===== src/rtl/tx_resp_arbiter_pkg.sv =====
// ============================================================================
// tx_resp_arbiter_pkg : shared state encoding and grant IDs for the arbiter
// Revision: 1.0
// ============================================================================
`default_nettype none

package tx_resp_arbiter_pkg;

    typedef enum logic [1:0] {
        IDLE        = 2'b00,
        SEND_RD     = 2'b01,
        SEND_ALU_LO = 2'b10,
        SEND_ALU_HI = 2'b11
    } state_t;

    localparam logic GNT_RD  = 1'b0;
    localparam logic GNT_ALU = 1'b1;

endpackage

`default_nettype wire


===== src/rtl/tx_resp_arbiter_if.sv =====
// ============================================================================
// tx_resp_arbiter_if : response inputs, FIFO write side and status outputs
// Revision: 1.0
// ============================================================================
`default_nettype none

interface tx_resp_arbiter_if
    import tx_resp_arbiter_pkg::*;
#(
    parameter int DATA_WIDTH = 8,
    parameter int ALU_WIDTH  = 16
);
    logic [DATA_WIDTH-1:0] RD_DATA;
    logic                  RD_DATA_VLD;
    logic [ALU_WIDTH-1:0]  ALU_OUT;
    logic                  ALU_OUT_VLD;
    logic                  FIFO_FULL;
    logic [DATA_WIDTH-1:0] WR_DATA;
    logic                  W_INC;
    logic                  RD_BUSY;
    logic                  ALU_BUSY;
    logic                  OVF;

    modport slave (
        input  RD_DATA, RD_DATA_VLD, ALU_OUT, ALU_OUT_VLD, FIFO_FULL,
        output WR_DATA, W_INC, RD_BUSY, ALU_BUSY, OVF
    );

    modport master (
        output RD_DATA, RD_DATA_VLD, ALU_OUT, ALU_OUT_VLD, FIFO_FULL,
        input  WR_DATA, W_INC, RD_BUSY, ALU_BUSY, OVF
    );
endinterface

`default_nettype wire


===== src/rtl/tx_resp_arbiter_resp_slot.sv =====
// ============================================================================
// resp_slot : one-deep response holding register with pend flag and drop detect
// Revision: 1.0
// ============================================================================
`default_nettype none

module resp_slot
    import tx_resp_arbiter_pkg::*;
#(
    parameter int WIDTH = 8
) (
    input  wire logic             CLK,
    input  wire logic             RST,
    input  wire logic             vld_i,
    input  wire logic [WIDTH-1:0] data_i,
    input  wire logic             clr_i,
    output logic      [WIDTH-1:0] data_o,
    output logic                  pend_o,
    output logic                  drop_o
);
    logic [WIDTH-1:0] data_q;
    logic             pend_q;
    logic             w_free;

    // A slot being emptied by its final handshake on this edge can accept a new response.
    assign w_free = !pend_q || clr_i;
    assign drop_o = vld_i && !w_free;

    always_ff @(posedge CLK or negedge RST) begin
        if (!RST) begin
            data_q <= '0;
            pend_q <= 1'b0;
        end else if (vld_i && w_free) begin
            data_q <= data_i;
            pend_q <= 1'b1;
        end else if (clr_i) begin
            pend_q <= 1'b0;
        end
    end

    assign data_o = data_q;
    assign pend_o = pend_q;
endmodule

`default_nettype wire


===== src/rtl/tx_resp_arbiter.sv =====
// ============================================================================
// tx_resp_arbiter : round-robin scheduler of RegFile/ALU responses onto FIFO write
// Revision: 1.0
// ============================================================================
`default_nettype none

module tx_resp_arbiter
    import tx_resp_arbiter_pkg::*;
#(
    parameter int DATA_WIDTH = 8,
    parameter int ALU_WIDTH  = 16
) (
    input  wire logic           CLK,
    input  wire logic           RST,
    tx_resp_arbiter_if.slave    bus
);
    logic [DATA_WIDTH-1:0] rd_data;
    logic [ALU_WIDTH-1:0]  alu_data;
    logic                  rd_pend, alu_pend;
    logic                  rd_drop, alu_drop;
    logic                  rd_clr, alu_clr;

    state_t                state_q, state_d;
    logic                  last_grant_q, last_grant_d;
    logic [DATA_WIDTH-1:0] wr_hold_q;
    logic [DATA_WIDTH-1:0] w_byte;
    logic                  w_inc;
    logic                  ovf_q;

    resp_slot #(.WIDTH(DATA_WIDTH)) u_rd_slot (
        .CLK    (CLK),
        .RST    (RST),
        .vld_i  (bus.RD_DATA_VLD),
        .data_i (bus.RD_DATA),
        .clr_i  (rd_clr),
        .data_o (rd_data),
        .pend_o (rd_pend),
        .drop_o (rd_drop)
    );

    resp_slot #(.WIDTH(ALU_WIDTH)) u_alu_slot (
        .CLK    (CLK),
        .RST    (RST),
        .vld_i  (bus.ALU_OUT_VLD),
        .data_i (bus.ALU_OUT),
        .clr_i  (alu_clr),
        .data_o (alu_data),
        .pend_o (alu_pend),
        .drop_o (alu_drop)
    );

    always_ff @(posedge CLK or negedge RST) begin
        if (!RST) begin
            state_q      <= IDLE;
            last_grant_q <= GNT_ALU;
            wr_hold_q    <= '0;
            ovf_q        <= 1'b0;
        end else begin
            state_q      <= state_d;
            last_grant_q <= last_grant_d;
            wr_hold_q    <= w_byte;
            ovf_q        <= rd_drop || alu_drop;
        end
    end

    // Once SEND_ALU_LO is entered the FSM only returns to IDLE after the MSB,
    // so an ALU frame can never be split by an RD byte.
    always_comb begin
        state_d      = state_q;
        last_grant_d = last_grant_q;
        rd_clr       = 1'b0;
        alu_clr      = 1'b0;
        w_inc        = 1'b0;
        w_byte       = wr_hold_q;
        case (state_q)
            IDLE: begin
                if (rd_pend && (!alu_pend || last_grant_q == GNT_ALU)) begin
                    state_d      = SEND_RD;
                    last_grant_d = GNT_RD;
                end else if (alu_pend) begin
                    state_d      = SEND_ALU_LO;
                    last_grant_d = GNT_ALU;
                end
            end
            SEND_RD: begin
                w_byte = rd_data;
                w_inc  = !bus.FIFO_FULL;
                if (!bus.FIFO_FULL) begin
                    rd_clr  = 1'b1;
                    state_d = IDLE;
                end
            end
            SEND_ALU_LO: begin
                w_byte = alu_data[DATA_WIDTH-1:0];
                w_inc  = !bus.FIFO_FULL;
                if (!bus.FIFO_FULL) begin
                    state_d = SEND_ALU_HI;
                end
            end
            SEND_ALU_HI: begin
                w_byte = alu_data[ALU_WIDTH-1:DATA_WIDTH];
                w_inc  = !bus.FIFO_FULL;
                if (!bus.FIFO_FULL) begin
                    alu_clr = 1'b1;
                    state_d = IDLE;
                end
            end
            default: state_d = IDLE;
        endcase
    end

    assign bus.WR_DATA  = w_byte;
    assign bus.W_INC    = w_inc;
    assign bus.RD_BUSY  = rd_pend;
    assign bus.ALU_BUSY = alu_pend;
    assign bus.OVF      = ovf_q;
endmodule

`default_nettype wire

===== src/flat_wrapper.sv =====
// flat-port wrapper written by rule: the top's interface ports become plain ports
module tx_resp_arbiter_flat import tx_resp_arbiter_pkg::*;
#(
    parameter int DATA_WIDTH = 8,
    parameter int ALU_WIDTH  = 16
)
  (CLK, RST, bus_RD_DATA, bus_RD_DATA_VLD, bus_ALU_OUT, bus_ALU_OUT_VLD, bus_FIFO_FULL, bus_WR_DATA, bus_W_INC, bus_RD_BUSY, bus_ALU_BUSY, bus_OVF);
  tx_resp_arbiter_if #(.DATA_WIDTH(DATA_WIDTH), .ALU_WIDTH(ALU_WIDTH)) bus_i ();
  input  wire logic CLK;
  input  wire logic RST;
  input wire logic [$bits(bus_i.RD_DATA)-1:0] bus_RD_DATA;
  input wire logic [$bits(bus_i.RD_DATA_VLD)-1:0] bus_RD_DATA_VLD;
  input wire logic [$bits(bus_i.ALU_OUT)-1:0] bus_ALU_OUT;
  input wire logic [$bits(bus_i.ALU_OUT_VLD)-1:0] bus_ALU_OUT_VLD;
  input wire logic [$bits(bus_i.FIFO_FULL)-1:0] bus_FIFO_FULL;
  output wire logic [$bits(bus_i.WR_DATA)-1:0] bus_WR_DATA;
  output wire logic [$bits(bus_i.W_INC)-1:0] bus_W_INC;
  output wire logic [$bits(bus_i.RD_BUSY)-1:0] bus_RD_BUSY;
  output wire logic [$bits(bus_i.ALU_BUSY)-1:0] bus_ALU_BUSY;
  output wire logic [$bits(bus_i.OVF)-1:0] bus_OVF;
  assign bus_i.RD_DATA = bus_RD_DATA;
  assign bus_i.RD_DATA_VLD = bus_RD_DATA_VLD;
  assign bus_i.ALU_OUT = bus_ALU_OUT;
  assign bus_i.ALU_OUT_VLD = bus_ALU_OUT_VLD;
  assign bus_i.FIFO_FULL = bus_FIFO_FULL;
  assign bus_WR_DATA = bus_i.WR_DATA;
  assign bus_W_INC = bus_i.W_INC;
  assign bus_RD_BUSY = bus_i.RD_BUSY;
  assign bus_ALU_BUSY = bus_i.ALU_BUSY;
  assign bus_OVF = bus_i.OVF;
  tx_resp_arbiter #(.DATA_WIDTH(DATA_WIDTH), .ALU_WIDTH(ALU_WIDTH)) u_core (.CLK(CLK), .RST(RST), .bus(bus_i));
endmodule

===== config.mk =====
export PLATFORM = sky130hd
export DESIGN_NAME = tx_resp_arbiter_flat
export DESIGN_NICKNAME = d
export VERILOG_FILES = /design/src/rtl/tx_resp_arbiter_pkg.sv /design/src/rtl/tx_resp_arbiter_if.sv /design/src/rtl/tx_resp_arbiter_resp_slot.sv /design/src/rtl/tx_resp_arbiter.sv /design/src/flat_wrapper.sv
export SDC_FILE = /design/constraint.sdc
export NUM_CORES = 1
export LEC_CHECK = 0
export BUFFER_PORTS_ARGS = -buffer_cell sky130_fd_sc_hd__buf_2
export CAP_MARGIN = 20
export CORE_ASPECT_RATIO = 0.7
export CORE_UTILIZATION = 56
export DETAILED_ROUTE_END_ITERATION = 16
export GPL_TIMING_DRIVEN = 0
export HOLD_SLACK_MARGIN = 0.1
export PLACE_DENSITY = 0.85
export SKIP_CTS_REPAIR_TIMING = 1
export SLEW_MARGIN = 10
export SYNTH_ARGS = -nofsm -noshare
export SYNTH_HDL_FRONTEND = slang
export SYNTH_HIERARCHICAL = 1
export SYNTH_SLANG_ARGS = --single-unit

===== constraint.sdc =====
create_clock -name CLK -period 2.35 [get_ports CLK]
set_input_delay 0.47 -clock CLK [delete_from_list [all_inputs] [get_ports CLK]]
set_output_delay 0.47 -clock CLK [all_outputs]
set_load 0.02 [all_outputs]

==> impl_metrics.py <==
metrics = {
    "run_status": {
        "outcome": "complete, no violations",
    },
    "timing": {
        "min_period_over_period_pct": 88.2,
        "finalSetupViolCount": 0,
        "setup_tns_ns": 0,
        "hold_viol": 0,
        "slew_headroom_pct": 46.4,
        "drv_slew": 0,
        "finClkSkew_ns": 0.00378,
        "finalWorstSetupSlack_ns": 0.276,
        "max_freq_ghz": 0.482,
        "rsz0062_at_grt": "false",
        "period_needed_ns": 2.07,
        "worst_pin_slew_ns": 0.804,
    },
    "logic_synthesis": {
        "synth_area_leaders": "dfrtp_1 55%, mux2_4 16%, mux4_1 6.2%",
        "synth_top_area_cell": "dfrtp_1",
        "syn_inst": 100,
        "postSynth.asyncResetShare_pct": 100,
        "yosys-top-cells-count": "37 x dfrtp_1, 18 x mux2_4, 6 x mux2_2",
        "ys_seq_area_share_pct": 56.2,
        "yosysMostFrequentCell": "dfrtp_1",
        "syn-cell-area_mm2": 0.00170,
        "synth_top_cell_area_share_pct": 54.6,
        "mappedNetlistNets": 129,
        "synth_edf_count": 0,
        "ys.flop_type": "dfrtp_1",
        "ys_ff_latch": 38,
        "avgSynthCellArea_um2": 17.0,
        "yosysWarningCount": 6,
        "ys_types": 23,
    },
    "worst_setup_path": {
        "reg2reg_depth": 6,
        "cp.required_ns": 1.88,
        "startpoint": "u_core/state_q[0]$_DFFE_PN0P_",
        "path_max_fanout": 10,
        "crit_arrival_ns": 1.60,
        "regToRegStartpoint": "u_core/state_q[1]$_DFFE_PN0P_",
        "worst_setup_path_end_kind": "primary output",
        "critPathLaunchType": "register",
        "crit_type": "register to primary output",
    },
    "power_and_ir_drop": {
        "swShare_pct": 33.6,
        "p_int_mw": 1.97,
        "sequentialPowerShare_pct": 38.9,
        "power_density_mw_per_mm2": 1460,
        "leakagePower_nw": 1.03,
        "pwr-share-clk_pct": 15.3,
        "finalPower_mw": 2.97,
        "combPwrFrac_pct": 45.9,
        "power.switching_mw": 1.00,
        "ir_drop_v": 0.000710,
    },
    "finish": {
        "nFillCells": 197,
        "fin_util_pct": 71.5,
        "diodes": 0,
        "finalNetCount": 176,
        "syn2layout_area_growth_pct": 19.9,
        "drive_above_1_share_pct": 57.4,
    },
    "clock_tree": {
        "cts_tree": "done",
        "cts_num_sinks": 38,
        "h-tree-depth": 2,
        "clk_pin_slew_ns": 0.07,
        "cts_inserted_buffers": 5,
        "clkLatencyLatePin_ns": 0.29,
        "clock_path_buffers": 2,
        "clockRootBuffer": "clkbuf_8",
    },
    "route": {
        "wl_um": 2940,
        "detail_route.first_pass.iterations": 4,
        "drtIter0Drc": 38,
        "routedWlPerCell_um": 16.0,
        "vias": 1004,
        "drcViolationCount": 0,
        "antenna_left": 0,
        "routed_via_density": 5.46,
    },
    "grt": {
        "grt_use_met3_pct": 5.48,
        "grt_use_total_pct": 20.8,
        "grt_start_max_net_pins": 39,
        "grt.overflow.total": 0,
        "antenna_found_initial": 0,
        "grt_pass1_vias": 923,
        "use_met1_pct": 28.9,
        "grt_pass1_wl_um": 4470,
        "globalRouteMet2Util_pct": 30.5,
        "top_usage_layer": "met2",
    },
    "floorplan": {
        "num_rows": 16,
        "core-area_mm2": 0.00284,
        "start_util_pct": 59.6,
        "die_y_um": 48.0,
        "die_x_um": 67.8,
        "dieArea_mm2": 0.00326,
        "pin_count": 41,
    },
    "place": {
        "place_hpwl_um": 2080,
        "portBuffers": 40,
        "gp_congestion": 0.653,
        "post-place-ws_ns": 0.582,
    },
    "run": {
        "max_cap_viol_count": 0,
    },
    "min_path": {
        "hold_path.class": "input pin to async pin",
    },
}
[sequential cells by signal, summed over array words and instances, names as in the netlist]
register and flops:
u_core/u_alu_slot/data_o 16, u_core/u_rd_slot/data_o 8, u_core/wr_hold_q 8, u_core/state_q 2
u_core/bus.OVF 1, u_core/last_grant_q 1, u_core/u_alu_slot/pend_o 1, u_core/u_rd_slot/pend_o 1
[power by group through the flow]
stage	Combinational [mW]	Sequential [mW]	Clock [mW]
finish	1.36	1.16	0.454
global route	1.47	1.19	0.499
CTS	1.37	1.16	0.471
detailed placement	1.37	1.17	0
global placement	1.33	1.14	0
floorplan	1.06	1.12	0
[through the flow]
stage	area, um^2	hold WS (ns)	cells
final	2030	0.266	184
after floorplan	1700	0.174	100
after detailed placement	1940	0.492	176
after CTS	2030	0.289	184
after global routing	2030	0.332	184
after global placement	1940	0.479	176
[layout by cell type, fill, tap and decap left out, types with 2 or more instances in the layout]
master,synthesis,final
nand2_4,2,2
mux2_2,6,6
mux4_1,4,4
a21oi_1,4,4
inv_1,3,3
nand2b_4,2,2
mux4_2,4,4
clkbuf_8,0,6
buf_2,1,41
nand2_1,4,4
mux2_4,18,18
dfrtp_1,37,37
nor2_1,4,4
[metal layers]
metal / vias up / share of wire, % / routed length (um)
met4: 0 / 2.0 / 60
li1: 456 / - / -
met3: 6 / 6.4 / 187
met2: 39 / 45 / 1330
met5: - / 0 / 0
met1: 503 / 46 / 1360
[worst max-delay path, stage by stage, from the launching register on]
cell	delay [ns]
dfrtp_1	0.34
buf_6	0.13
buf_8	0.14
mux4_2	0.52
buf_2	0.18
[path summary, 6_finish.rpt]
path,end,slack (ns)
hold / removal,u_core/u_alu_slot/data_o[4]$_DFFE_PN0P_,0.27
min in group CLK,u_core/u_rd_slot/data_o[1]$_DFFE_PN0P_,0.40
hold reg to reg,u_core/u_alu_slot/data_o[11]$_DFFE_PN0P_,0.51
setup reg to reg,u_core/u_alu_slot/data_o[5]$_DFFE_PN0P_,0.57
setup / recovery,bus_WR_DATA[2],0.28
max in group asynchronous,u_core/u_alu_slot/data_o[1]$_DFFE_PN0P_,1.58
[kinds of logic after synthesis]
group | Yosys count | share of synthesized area [%]
DFF | 38 | 56.2
AOI/OAI and AO/OA | 6 | 1.99
buffers and inverters | 7 | 3.69
muxes | 32 | 31.4
and+or+nand+nor | 17 | 6.72
[layout make-up]
cell class	count	area [um^2]	share of cell area (%)
buffer	4	51.3	2.52
sequential	38	952	46.9
tap	36	45.0	2.22
clock buffer	7	86.3	4.25
clock inverter	1	5.00	0.246
multi-input combinational	55	681	33.5
inverter	3	11.3	0.554
timing repair buffer	40	200	9.85
(Power assumes the default switching activity.)
